`src/rtl/ps2_key_decoder.sv`:
```
// ps2_key_decoder: PS/2 keyboard receiver and key-state decoder.
// Samples the raw PS/2 lines in the clk domain and deframes 11-bit frames.
// Each frame is checked for start, odd parity, stop and timeout. The decoder
// tracks the E0 (extended) and F0 (break) prefixes and keeps held state plus
// press/release pulses for NUM_KEYS configurable key slots.
// Ports:
//   clk, rst        system clock, synchronous active-high reset
//   ps2_clk         raw PS/2 clock (asynchronous)
//   ps2_data        raw PS/2 data (asynchronous)
//   key_held        level per slot, 1 while the key is down
//   key_press       1-cycle pulse on make of a key that was not held
//   key_release     1-cycle pulse on break of a held key
//   scan_code       last valid received byte
//   scan_valid      1-cycle pulse when scan_code updates
//   frame_err       1-cycle pulse on bad start/parity/stop or timeout
module ps2_key_decoder #(
  parameter int unsigned               NUM_KEYS       = 4,
  parameter logic [NUM_KEYS*8-1:0]     KEY_CODES      = {8'h72, 8'h75, 8'h76, 8'h29},
  parameter logic [NUM_KEYS-1:0]       KEY_EXT        = '0,
  parameter int unsigned               TIMEOUT_CYCLES = 50000,
  parameter int unsigned               FILTER_LEN     = 4
) (
  input  logic                clk,
  input  logic                rst,
  input  logic                ps2_clk,
  input  logic                ps2_data,
  output logic [NUM_KEYS-1:0] key_held,
  output logic [NUM_KEYS-1:0] key_press,
  output logic [NUM_KEYS-1:0] key_release,
  output logic [7:0]          scan_code,
  output logic                scan_valid,
  output logic                frame_err
);

  localparam int unsigned FW = $clog2(FILTER_LEN + 1);
  localparam int unsigned TW = $clog2(TIMEOUT_CYCLES + 1);

  typedef enum logic [1:0] {IDLE, DATA, PARITY, STOP} state_t;

  state_t          state, state_next;
  logic [1:0]      clk_sync, data_sync;
  logic            clk_filt, clk_filt_q;
  logic [FW-1:0]   fcnt;
  logic            fall, data_s;
  logic [2:0]      bit_cnt;
  logic [7:0]      shreg;
  logic            par_bit;
  logic [TW-1:0]   tcnt;
  logic            timeout, frame_ok, frame_bad;
  logic            brk, ext;

  // Input synchronisers; idle bus level is 1.
  always_ff @(posedge clk) begin
    if (rst) begin
      clk_sync  <= '1;
      data_sync <= '1;
    end else begin
      clk_sync  <= {clk_sync[0], ps2_clk};
      data_sync <= {data_sync[0], ps2_data};
    end
  end

  // Glitch filter: the filtered clock follows the synchronised clock only
  // after FILTER_LEN consecutive samples disagree with its current level.
  always_ff @(posedge clk) begin
    if (rst) begin
      clk_filt   <= 1'b1;
      clk_filt_q <= 1'b1;
      fcnt       <= '0;
    end else begin
      clk_filt_q <= clk_filt;
      if (clk_sync[1] == clk_filt) begin
        fcnt <= '0;
      end else if (fcnt == FW'(FILTER_LEN - 1)) begin
        clk_filt <= clk_sync[1];
        fcnt     <= '0;
      end else begin
        fcnt <= fcnt + 1'b1;
      end
    end
  end

  assign fall    = clk_filt_q & ~clk_filt;
  assign data_s  = data_sync[1];
  assign timeout = (state != IDLE) && (tcnt == TW'(TIMEOUT_CYCLES));

  always_ff @(posedge clk) begin
    if (rst) state <= IDLE;
    else     state <= state_next;
  end

  always_comb begin
    state_next = state;
    frame_ok   = 1'b0;
    frame_bad  = 1'b0;
    if (timeout) begin
      state_next = IDLE;
      frame_bad  = 1'b1;
    end else if (fall) begin
      case (state)
        IDLE:    if (data_s) frame_bad = 1'b1;
                 else        state_next = DATA;
        DATA:    if (bit_cnt == 3'd7) state_next = PARITY;
        PARITY:  state_next = STOP;
        STOP: begin
          state_next = IDLE;
          if (data_s && (^{shreg, par_bit})) frame_ok  = 1'b1;
          else                               frame_bad = 1'b1;
        end
        default: state_next = IDLE;
      endcase
    end
  end

  // Frame datapath and timeout counter (saturates, cleared by each edge).
  always_ff @(posedge clk) begin
    if (rst) begin
      bit_cnt    <= '0;
      shreg      <= '0;
      par_bit    <= 1'b0;
      tcnt       <= '0;
      scan_code  <= '0;
      scan_valid <= 1'b0;
      frame_err  <= 1'b0;
    end else begin
      if (fall) tcnt <= '0;
      else if ((state != IDLE) && (tcnt != TW'(TIMEOUT_CYCLES))) tcnt <= tcnt + 1'b1;

      if (fall && !timeout) begin
        case (state)
          IDLE:   bit_cnt <= '0;
          DATA: begin
            shreg   <= {data_s, shreg[7:1]};
            bit_cnt <= bit_cnt + 1'b1;
          end
          PARITY: par_bit <= data_s;
          default: ;
        endcase
      end

      scan_valid <= frame_ok;
      frame_err  <= frame_bad;
      if (frame_ok) scan_code <= shreg;
    end
  end

  // Protocol layer: acts in the scan_valid cycle, key outputs land one later.
  always_ff @(posedge clk) begin
    if (rst) begin
      brk         <= 1'b0;
      ext         <= 1'b0;
      key_held    <= '0;
      key_press   <= '0;
      key_release <= '0;
    end else begin
      key_press   <= '0;
      key_release <= '0;
      if (frame_err) begin
        brk <= 1'b0;
        ext <= 1'b0;
      end else if (scan_valid) begin
        if (scan_code == 8'hE0) begin
          ext <= 1'b1;
        end else if (scan_code == 8'hF0) begin
          brk <= 1'b1;
        end else begin
          brk <= 1'b0;
          ext <= 1'b0;
          for (int unsigned i = 0; i < NUM_KEYS; i++) begin
            if ((scan_code == KEY_CODES[8*i +: 8]) && (ext == KEY_EXT[i])) begin
              if (!brk && !key_held[i]) begin
                key_held[i]  <= 1'b1;
                key_press[i] <= 1'b1;
              end else if (brk && key_held[i]) begin
                key_held[i]    <= 1'b0;
                key_release[i] <= 1'b1;
              end
            end
          end
        end
      end
    end
  end

endmodule

```
`config.mk`:
```
export PLATFORM = sky130hd
export DESIGN_NAME = ps2_key_decoder
export DESIGN_NICKNAME = d
export VERILOG_FILES = /design/src/rtl/ps2_key_decoder.sv
export SDC_FILE = /design/constraint.sdc
export NUM_CORES = 1
export LEC_CHECK = 0
export BUFFER_PORTS_ARGS = -buffer_cell sky130_fd_sc_hd__buf_4
export CAP_MARGIN = 20
export CORE_MARGIN = 2
export CORE_UTILIZATION = 60
export DETAILED_ROUTE_END_ITERATION = 7
export HOLD_SLACK_MARGIN = 0.02
export PLACE_DENSITY = 0.8
export RECOVER_POWER = 100
export SLEW_MARGIN = 15
export SYNTH_ARGS = -nofsm -noshare
export SYNTH_HDL_FRONTEND = slang
export SYNTH_SLANG_ARGS = --single-unit
```
`constraint.sdc`:
```
create_clock -name clk -period 3.97 [get_ports clk]
set_input_delay 0.794 -clock clk [delete_from_list [all_inputs] [get_ports clk]]
set_output_delay 0.794 -clock clk [all_outputs]
set_load 0.01 [all_outputs]
```
==> summary.txt, run 1 <==
Placed design
  • IO Port Bufs: 25
  • GPL Wtd Cong: approximately 0.86
  • Dpl cells: 395
  • Post-DP HPWL: around 3.6 mm

CTS
  • PostCTS Resize Cnt: 0
  • Post-CTS setup buffer count: 0
  • Clk sinks: 63
  • Worst skew pair latency: roughly 0.33 ns
  • Longest Clk Path Bufs: 2
  • Htree depth: 3
  • CTS root buf: clkbuf_8
  • Clk slew on worst S/H paths: around 0.07 ns
  • Hold Buf Count CTS: 0
  • Total clock buffers created by CTS: 9
  • CTS tree: done

Synth
  • Yosys warnings: 0
  • Syn Inst Count: ~310
  • Mapped Area: 0.00292 mm^2
  • Ys async rst share: 0%
  • EDFF count, synth: 0
  • Yosys reg bits: 63
  • Synth Flop Type: dfxtp_1
  • Syn_nets: around 340
  • Cell variety after synth: 41
  • Syn avg cell area: about 9.4 um^2
  • Seq/Total Area, Yosys: between 40% and 50%

Critical path
  • Critical Path RT: 4.12 ns
  • Worst Path Max Fanout: 11
  • Endpoint type of the worst setup path: flip-flop
  • Worst Path Arrival: 2.93 ns
  • Critical R2R Launch: state[0]$_SDFFE_PP0P_
  • CP startpoint kind: flip-flop
  • Critical path buffers and inverters: 1
  • R2R cell count: 7
  • R2R setup slack: about 1.2 ns
  • Setup CP Type: flip-flop to flip-flop
  • CP max stage delay: 0.50 ns
  • CP delay by family, top: simple AND/OR/NAND/NOR gates
  • CP max-delay cell: or4_1
  • CP Cell Sequence: inv_1 > ha_1 > or4bb_1 > or4_1 > nand3_1 > mux2i_1 > nor2_1
  • R2r endpoint: shreg[4]$_SDFFE_PP0P_

Timing
  • Slew HR: -7.60%
  • FMAX: around 360 MHz
  • Final Hold Viols: 0
  • Final setup violation count: 0
  • Final slew viol count: 46
  • Final period utilization: 70.0%
  • Unrepaired setup endpoints after global routing: no
  • Worst-Margin Slew: ~1.6 ns
  • Setup TNS: 0 ns
  • Minimum clock period after layout: approximately 2.8 ns
  • Worst Skew: 0.00554 ns

Finish
  • Antenna fix cells: 0
  • Fill cells: ~400
  • Most frequent cells in the layout: 63 x dfxtp_1, 41 x nor2_1, 24 x clkbuf_1
  • Non-Filler Instances: between 400 and 500
  • Share of cells above drive strength 1: around 7.0%
  • Area grow syn2layout: 11.2%
  • Final nets: roughly 360
  • Commonest non-fill, non-tap cell in the layout: dfxtp_1

Drt
  • Post-DRT Antenna Nets: 0
  • DRT Pass-1 Iters: 4
  • Vias post-DR: ~2200
  • Via-to-Cell Ratio: about 5.3
  • WL/cell: around 13 um
  • DRT iter0 DRCs: between 70 and 80
  • Post-Route WL: roughly 5.3 mm
  • # DRC: 0

Status
  • Status: finished with violations
  • Failing checks: max-capacitance violations, max-slew violations

Floorplanning
  • Initial Utilization: between 60 and 70%
  • Die area: 0.00545 mm^2
  • I/O pins: 26
  • Core Region: ~0.0047 mm^2
  • Chip width: around 74 um
  • Rows: 25
  • Die Height: roughly 74 um

Global route
  • Remaining global-route overflow: 0
  • First-pass GRT wire length: between 8 and 9 mm
  • Total GRT Usage: 21.5%
  • Largest net degree at the start of global routing: 46
  • Vias in the first global route: just under 2000
  • Initial antenna violation count: 0

Power
  • PD cells: 375 mW/mm^2
  • Peak supply drop: between 0.2 and 0.3 mV
  • Lkg Pwr: roughly 0.0013 uW

Hold path
  • Hold path depth: 1
  • Hold_sp: data_sync[0]$_SDFF_PP1_
  • Worst hold path class: flip-flop to flip-flop
  • Hold-critical path endpoint: data_sync[1]$_SDFF_PP1_

Job
  • Maxcap violations: 1
area by class of cell:
class / instances / area [um^2] / share of cell area, %
clock buffer: 11 / 151 / 4.66
clock inverter: 5 / 56.3 / 1.73
inverter: 20 / 75.1 / 2.31
multi-input combinational: 219 / 1520 / 46.7
sequential: 63 / 1260 / 38.8
tap: 67 / 83.8 / 2.58
timing repair buffer: 26 / 105 / 3.23
worst register-to-register path: stages (launching register included):
cell and delay (ns):
dfxtp_1 0.37, inv_1 0.10, ha_1 0.29, or4bb_1 0.47
or4_1 0.50, nand3_1 0.49, mux2i_1 0.30, nor2_1 0.07
cell families after synthesis:
family,count (synthesis),share of synthesized area [%]
adders and majority gates,19,8.13
and+or+nand+nor,141,26.6
xor gates and xnor gates,21,6.76
muxes,23,7.92
buffers and inverters,30,4.32
DFF,63,43.1
AOI/OAI and AO/OA,15,3.12
synthesized netlist by cell type (6+ instances only):
master | n | area, um^2
inv_1 | 20 | 75.1
nand4_1 | 8 | 50.1
nor2_1 | 41 | 154
dfxtp_1 | 63 | 1260
xor2_1 | 6 | 52.6
clkbuf_1 | 7 | 26.3
or2_2 | 7 | 43.8
nor3_1 | 12 | 60.1
mux2i_1 | 22 | 220
a21oi_1 | 7 | 35.0
ha_1 | 19 | 238
nand2b_1 | 18 | 113
nand2_1 | 14 | 52.6
nand3_1 | 8 | 40.0
xnor2_1 | 14 | 123
routing by layer:
layer | global-route usage [%] | share of wire, % | vias to the layer above
met1 | 27.0 | 47 | 1017
met5 | 0 | 0 | -
li1 | - | - | 1109
met2 | 34.4 | 47 | 43
met4 | 10.5 | 2.1 | 0
met3 | 5.35 | 3.8 | 11
worst max path at each step:
stage,slack (ns),depth (start not counted),to,from
detailed placement,1.51,7,bit_cnt[0]$_SDFFE_PP0P_,state[0]$_SDFFE_PP0P_
CTS,1.49,7,bit_cnt[0]$_SDFFE_PP0P_,state[0]$_SDFFE_PP0P_
global placement,1.57,7,bit_cnt[0]$_SDFFE_PP0P_,state[0]$_SDFFE_PP0P_
finish,1.19,7,shreg[4]$_SDFFE_PP0P_,state[0]$_SDFFE_PP0P_
floorplan,1.78,8,shreg[3]$_SDFFE_PP0P_,state[0]$_SDFFE_PP0P_
global route,1.02,7,bit_cnt[0]$_SDFFE_PP0P_,state[0]$_SDFFE_PP0P_
flip-flops by register name, indices dropped and copies added, names as in the netlist, 2 cells and up:
register	count
bit_cnt	3
fcnt	3
data_sync	2
clk_sync	2
key_press	4
key_held	4
scan_code	8
shreg	8
key_release	4
state	2
tcnt	16
report_power, final:
part / internal [uW] / switching (uW) / total, uW
clock: 323 / 245 / 568
combinational: 6.40 / 10.8 / 17.2
sequential: 634 / 1.19 / 635
through the flow:
stage / hold slack [ns] / worst slack, ns / area (um^2) / utilization (%) / total power (uW)
after floorplan: 0.389 / 1.78 / 2920 / - / 663
after global placement: 0.393 / 1.57 / 3150 / 66.7 / 667
after detailed placement: 0.400 / 1.51 / 3150 / 66.7 / 667
after CTS: 0.415 / 1.49 / 3360 / 71.1 / 1230
after global routing: 0.429 / 1.02 / 3250 / 68.8 / 1260
final: 0.412 / 1.19 / 3250 / 68.8 / 1220
No activity file was read; power rests on OpenSTA's default activity.
==> run 2, diff against run 1 <==
--- a/config.mk
+++ b/config.mk
@@ -5,13 +5,14 @@
 export SDC_FILE = /design/constraint.sdc
 export NUM_CORES = 1
 export LEC_CHECK = 0
+export ABC_AREA = 1
 export BUFFER_PORTS_ARGS = -buffer_cell sky130_fd_sc_hd__buf_4
 export CAP_MARGIN = 20
 export CORE_MARGIN = 2
-export CORE_UTILIZATION = 60
+export CORE_UTILIZATION = 53
 export DETAILED_ROUTE_END_ITERATION = 7
 export HOLD_SLACK_MARGIN = 0.02
-export PLACE_DENSITY = 0.8
+export PLACE_DENSITY = 0.75
 export RECOVER_POWER = 100
 export SLEW_MARGIN = 15
 export SYNTH_ARGS = -nofsm -noshare
==> constraint.sdc (replaced) <==
create_clock -name clk -period 2.45 [get_ports clk]
set_input_delay 0.49 -clock clk [delete_from_list [all_inputs] [get_ports clk]]
set_output_delay 0.49 -clock clk [all_outputs]
set_load 0.01 [all_outputs]
==> run 2 against run 1 <==
Net effect: the flow now finishes without violations; utilization is 6.5 points lower; synthesized cell count increased by 35%; worst setup slack got worse by 0.69 ns; die area rose by 20%; via count grew 24%; cell area increased by 7.5%; sequential share of layout area down 2.7 points; non-clock buffer count stayed put; clock power grew 87%; worst hold slack worse by 0.081 ns; critical path depth grew 3; critical endpoint is now tcnt[9]$_SDFFE_PP0P_; highest routed layer unchanged.
==> summary.txt, run 2 <==
Status
  • Status: finished clean

Drt
  • Post-Route WL: 6.07 mm
  • # DRC: 0
  • Via-to-Cell Ratio: around 5
  • DRT iter0 DRCs: 136
  • Post-DRT Antenna Nets: 0
  • Vias post-DR: ~2700
  • WL/cell: ~11 um
  • DRT Pass-1 Iters: 4

Floorplanning
  • Initial Utilization: a little under three fifths
  • I/O pins: 26
  • Die Height: 80.8 um
  • Die area: about 0.0065 mm^2
  • Core Region: roughly 0.0056 mm^2
  • Chip width: between 80 and 90 um
  • Rows: 27

Timing
  • Slew HR: 41.5%
  • Worst Skew: ~0.005 ns
  • Final Hold Viols: 0
  • FMAX: 514 MHz
  • Final setup violation count: 0
  • Final period utilization: a little under 80%
  • Final slew viol count: 0
  • Setup TNS: 0 ns
  • Worst-Margin Slew: roughly 0.88 ns
  • Minimum clock period after layout: a little under 2 ns
  • Unrepaired setup endpoints after global routing: no

Synth
  • Most common cell in the netlist: nand2_1
  • Seq/Total Area, Yosys: about two fifths
  • Commonest cells post-synth: 90 x nand2_1, 63 x dfxtp_1, 56 x inv_1, 54 x nor2_1, 35 x a21oi_1
  • Top cells by area, synth: dfxtp_1 40%, nand2_1 11%, ha_1 7.6%
  • EDFF count, synth: 0
  • Mapped Area: ~0.0031 mm^2
  • Post-synth top area cell: dfxtp_1
  • Syn Inst Count: roughly 420
  • Yosys reg bits: 63
  • Ys async rst share: 0%
  • Syn_nets: 444
  • Synth Flop Type: dfxtp_1
  • Synth top area share: 40.4%
  • Cell variety after synth: 37
  • Syn avg cell area: between 7 and 8 um^2
  • Yosys warnings: 0

Power
  • Peak supply drop: roughly 0.38 mV
  • Lkg Pwr: 0.00144 uW
  • PD cells: 608 mW/mm^2

Global route
  • GR Layer Usage met3: 4.33%
  • First-pass GRT wire length: 10.3 mm
  • Largest net degree at the start of global routing: 24
  • Remaining global-route overflow: 0
  • Vias in the first global route: 2463
  • Initial antenna violation count: 0
  • Most Crowded Layer GR: met2
  • Met1 Usage GRT: between 20% and 30%
  • Total GRT Usage: 20.2%
  • Met2 GRT Util: 34.8%

CTS
  • Worst skew pair latency: about 0.34 ns
  • CTS root buf: clkbuf_8
  • Longest Clk Path Bufs: 2
  • Clk sinks: 63
  • Clk slew on worst S/H paths: ~0.07 ns
  • PostCTS Resize Cnt: 0
  • Post-CTS setup buffer count: 0
  • CTS tree: done
  • Htree depth: 3
  • Hold Buf Count CTS: 0
  • Total clock buffers created by CTS: 9

Placed design
  • GPL Wtd Cong: 0.849
  • Placed inst area: approximately 0.0034 mm^2
  • Post-DP HPWL: between 4 and 5 mm
  • IO Port Bufs: 25

Critical path
  • CP startpoint kind: flip-flop
  • Worst Path Arrival: between 2 and 2.5 ns
  • Critical path buffers and inverters: 1
  • Setup CP Type: flip-flop to flip-flop
  • Critical Path RT: roughly 2.7 ns
  • CP Cell Sequence: inv_1 > ha_1 > nand4_1 > nor2_1 > nand2_1 > nand2_1 > nor2_1 > nand3_1 > o21ai_0 > a21oi_1
  • Worst Path Max Fanout: 13
  • CP max-delay cell: dfxtp_1
  • CP max stage delay: about 0.37 ns
  • CP delay by family, top: simple AND/OR/NAND/NOR gates
  • Endpoint type of the worst setup path: flip-flop

Finish
  • Top Registers: tcnt: 16 flops, scan_code: 8 flops, shreg: 8 flops
  • Final non-filler cell area: 0.00349 mm^2
  • Area grow syn2layout: 11.8%
  • Final nets: around 480
  • Share of cells above drive strength 1: about 8.8%
  • Antenna fix cells: 0
  • Largest Register: tcnt
  • Most frequent cells in the layout: 92 x nand2_1, 63 x dfxtp_1, 56 x inv_1, 56 x nor2_1, 35 x a21oi_1
  • Max FFs per register: 16
  • Commonest non-fill, non-tap cell in the layout: nand2_1

Hold path
  • Worst hold path class: input pin to flip-flop

Job
  • Maxcap violations: 0
-- run 2: report_power, final --
part	switching, uW	internal (uW)	total (uW)
clock	406	658	1060
combinational	20.2	9.68	29.9
sequential	2.01	1030	1030
total	428	1690	2120
-- run 2: cell type report --
class,instances,area [um^2]
flip-flops and latches,63,1260
multi-input cells,291,1560
clock inverters,4,76.3
clock buffers,12,165
inverters,61,231
well taps,72,90.1
fillers,524,2110
repair buffers,26,105
-- run 2: logic make-up (layout without fill, tap and decap cells) --
group	Yosys count	in the layout	share of synthesized area, %
buffers and inverters	67	103	8.61
AND/OR/NAND/NOR	194	194	29.2
XOR/XNOR	8	8	2.24
flip-flops	63	63	40.4
AO/OA/AOI/OAI	70	70	12.0
adder cells (fa/ha/maj)	19	19	7.61
-- run 2: path summary, 6_finish.rpt --
check	startpoint	cells after the start	slack (ns)	to
setup / recovery	tcnt[0]$_SDFFE_PP0P_	10	0.50	tcnt[9]$_SDFFE_PP0P_
hold / removal	ps2_clk	2	0.33	clk_sync[0]$_SDFF_PP1_
setup reg to reg	tcnt[0]$_SDFFE_PP0P_	10	0.50	tcnt[9]$_SDFFE_PP0P_
hold reg to reg	clk_sync[0]$_SDFF_PP1_	1	0.41	clk_sync[1]$_SDFF_PP1_
-- run 2: metal layers --
layer,up-vias,share of wire (%)
met4,0,1.8
li1,1407,-
met1,1247,48
met2,43,47
met5,-,0
met3,11,3.4
-- run 2: through the flow --
stage               total power [uW]  util [%]  std cells  hold slack (ns)  setup slack, ns
global placement                1080      60.1        513            0.391            0.819
detailed placement              1080      60.1        513            0.393            0.755
floorplan                       1070         -        421            0.389            0.979
global route                    2180      62.3        529            0.325            0.312
CTS                             2140      64.4        529            0.321            0.747
finish                          2120      62.3        529            0.331            0.503
==> run 3, diff against run 2 <==
==> constraint.sdc (replaced) <==
create_clock -name clk -period 1.6 [get_ports clk]
set_input_delay 0.32 -clock clk [delete_from_list [all_inputs] [get_ports clk]]
set_output_delay 0.32 -clock clk [all_outputs]
set_load 0.01 [all_outputs]
==> run 3 against run 2 <==
Net effect: total power up 35%; highest routed layer unchanged; combinational power up 70%; clock power up 18%; fmax up 28%; critical path type unchanged; final cell count up 4.2%; non-clock buffer count up 21.
==> summary.txt, run 3 (synthesis results as in run 2) <==
Status
  • Status: finished clean

Finish
  • Utilization after layout: 67.2%
  • Largest Register: tcnt
  • Top Registers: tcnt: 16 flops, scan_code: 8 flops, shreg: 8 flops
  • Non-Filler Instances: around 550
  • Final nets: roughly 500
  • Antenna fix cells: 0
  • Commonest non-fill, non-tap cell in the layout: nand2_1
  • Area grow syn2layout: 20.7%
  • Most frequent cells in the layout: 89 x nand2_1, 53 x dfxtp_1, 52 x inv_1
  • Share of cells above drive strength 1: between 20% and 30%
  • Max FFs per register: 16
  • Fill cells: 498

Drt
  • Post-Route WL: between 6 and 7 mm
  • WL/cell: roughly 12 um
  • # DRC: 0
  • Post-DRT Antenna Nets: 0
  • DRT iter0 DRCs: around 120
  • Vias post-DR: ~2800
  • Via-to-Cell Ratio: a little over 5
  • DRT Pass-1 Iters: 4

Placed design
  • Dpl cells: 526
  • Pre-CTS setup slack: -0.00615 ns
  • Post-DP HPWL: 4.47 mm
  • GPL Wtd Cong: 0.823
  • IO Port Bufs: 25

Timing
  • Worst hold slack: around 0.15 ns
  • Minimum clock period after layout: around 1.5 ns
  • Unrepaired setup endpoints after global routing: yes
  • Final period utilization: a little over nine tenths
  • FMAX: ~660 MHz
  • Post-route setup slack: between 0.07 and 0.08 ns
  • Slew HR: between 60% and 70%
  • Final setup violation count: 0
  • Final Hold Viols: 0
  • Worst Skew: 0.00567 ns
  • Worst-Margin Slew: 0.541 ns
  • Final slew viol count: 0

Critical path
  • Setup CP Type: flip-flop to flip-flop
  • CP startpoint kind: flip-flop
  • Critical Path RT: between 1.5 and 2 ns
  • Worst Path Max Fanout: 3
  • Worst Path Arrival: 1.80 ns
  • Endpoint type of the worst setup path: flip-flop

Global route
  • Remaining global-route overflow: 0
  • Initial antenna violation count: 0
  • Vias in the first global route: roughly 2600
  • First-pass GRT wire length: between 10 and 15 mm
  • Largest net degree at the start of global routing: 24
  • Total GRT Usage: a little over a fifth

CTS
  • CTS root buf: clkbuf_8
  • CTS tree: done
  • Clk slew on worst S/H paths: approximately 0.070 ns
  • Worst skew pair latency: around 0.34 ns
  • Htree depth: 3
  • Clk sinks: 63
  • Longest Clk Path Bufs: 2
  • Total clock buffers created by CTS: 9

Power
  • Lkg Pwr: around 0.0016 uW
  • Peak supply drop: between 0.6 and 0.7 mV
  • PD cells: about 760 mW/mm^2
  • Overall Power: roughly 2900 uW

Floorplanning
  • I/O pins: 26
  • Die Height: a little over 80 um
  • Core Region: 0.00561 mm^2
  • Initial Utilization: 55.7%
  • Rows: 27
  • Chip width: a little over 80 um
  • Die area: around 0.0065 mm^2

Hold path
  • Worst hold path class: input pin to flip-flop

Job
  • Maxcap violations: 0
run 3: changes by cell type in the layout (fill, tap and decap cells not counted), moves of 3 or more:
cell and delta:
o21ai_0 -13, dfxtp_2 +7, inv_2 +4, nand3_1 -3
inv_1 -4, o21ai_1 +12, nor2_2 +5, dfxtp_1 -10
nand3_2 +4, nand2_1 -3, buf_4 +23, nor2_1 -6
dfxtp_4 +3
run 3: area by class of cell:
cell class	count	area (um^2)	share of cell area (%)
multi-input cells	292	1680	44.5
flip-flops and latches	63	1280	34.0
repair buffers	47	308	8.16
inverters	61	236	6.27
clock buffers	13	159	4.21
well taps	72	90.1	2.39
clock inverters	3	17.5	0.464
run 3: final timing paths:
| check | startpoint | endpoint | slack, ns | cells after the start |
|---|---|---|---|---|
| hold reg to reg | clk_sync[0]$_SDFF_PP1_ | clk_sync[1]$_SDFF_PP1_ | 0.41 | 1 |
| setup / recovery | tcnt[1]$_SDFFE_PP0P_ | tcnt[15]$_SDFFE_PP0P_ | 0.08 | 8 |
| setup reg to reg | tcnt[1]$_SDFFE_PP0P_ | tcnt[15]$_SDFFE_PP0P_ | 0.08 | 8 |
| hold / removal | ps2_data | data_sync[0]$_SDFF_PP1_ | 0.15 | 2 |
run 3: through the flow:
stage	cell area, um^2	setup TNS [ns]
finish	3770	0
global route	3770	-0.191
CTS	3670	0
detailed placement	3470	-0.00615
global placement	3470	0
floorplan	3120	0
run 3: routing by layer:
layer | global-route usage, % | vias up | share of wire (%)
met5 | 0 | - | 0
met4 | 10.5 | 0 | 1.8
met3 | 4.89 | 10 | 3.0
met2 | 36.4 | 42 | 49
met1 | 24.4 | 1266 | 46
li1 | - | 1457 | -
run 3: timing repair:
action                                  in CTS  in global routing
endpoints found under the hold margin        0                  0
endpoints found under the setup margin       1                 37
cloned                                       0                  2
buffers inserted                             2                  5
gates resized for setup                      0                 49
hold buffers                                 0                  0
pin swaps                                    1                 10
run 3: power by group:
group / switching [uW] / leakage [uW] / internal (uW)
clock network: 608 / 0.0000894 / 642
logic: 32.7 / 0.000976 / 18.2
registers: 2.94 / 0.000514 / 1570
run 3: critical path, stage by stage (launching register included):
cell     delay [ns]
dfxtp_1        0.35
inv_2          0.06
buf_4          0.15
nor3_4         0.25
nand2_1        0.13
nor3_2         0.15
xor2_1         0.18
nand2_1        0.07
a21oi_1        0.11
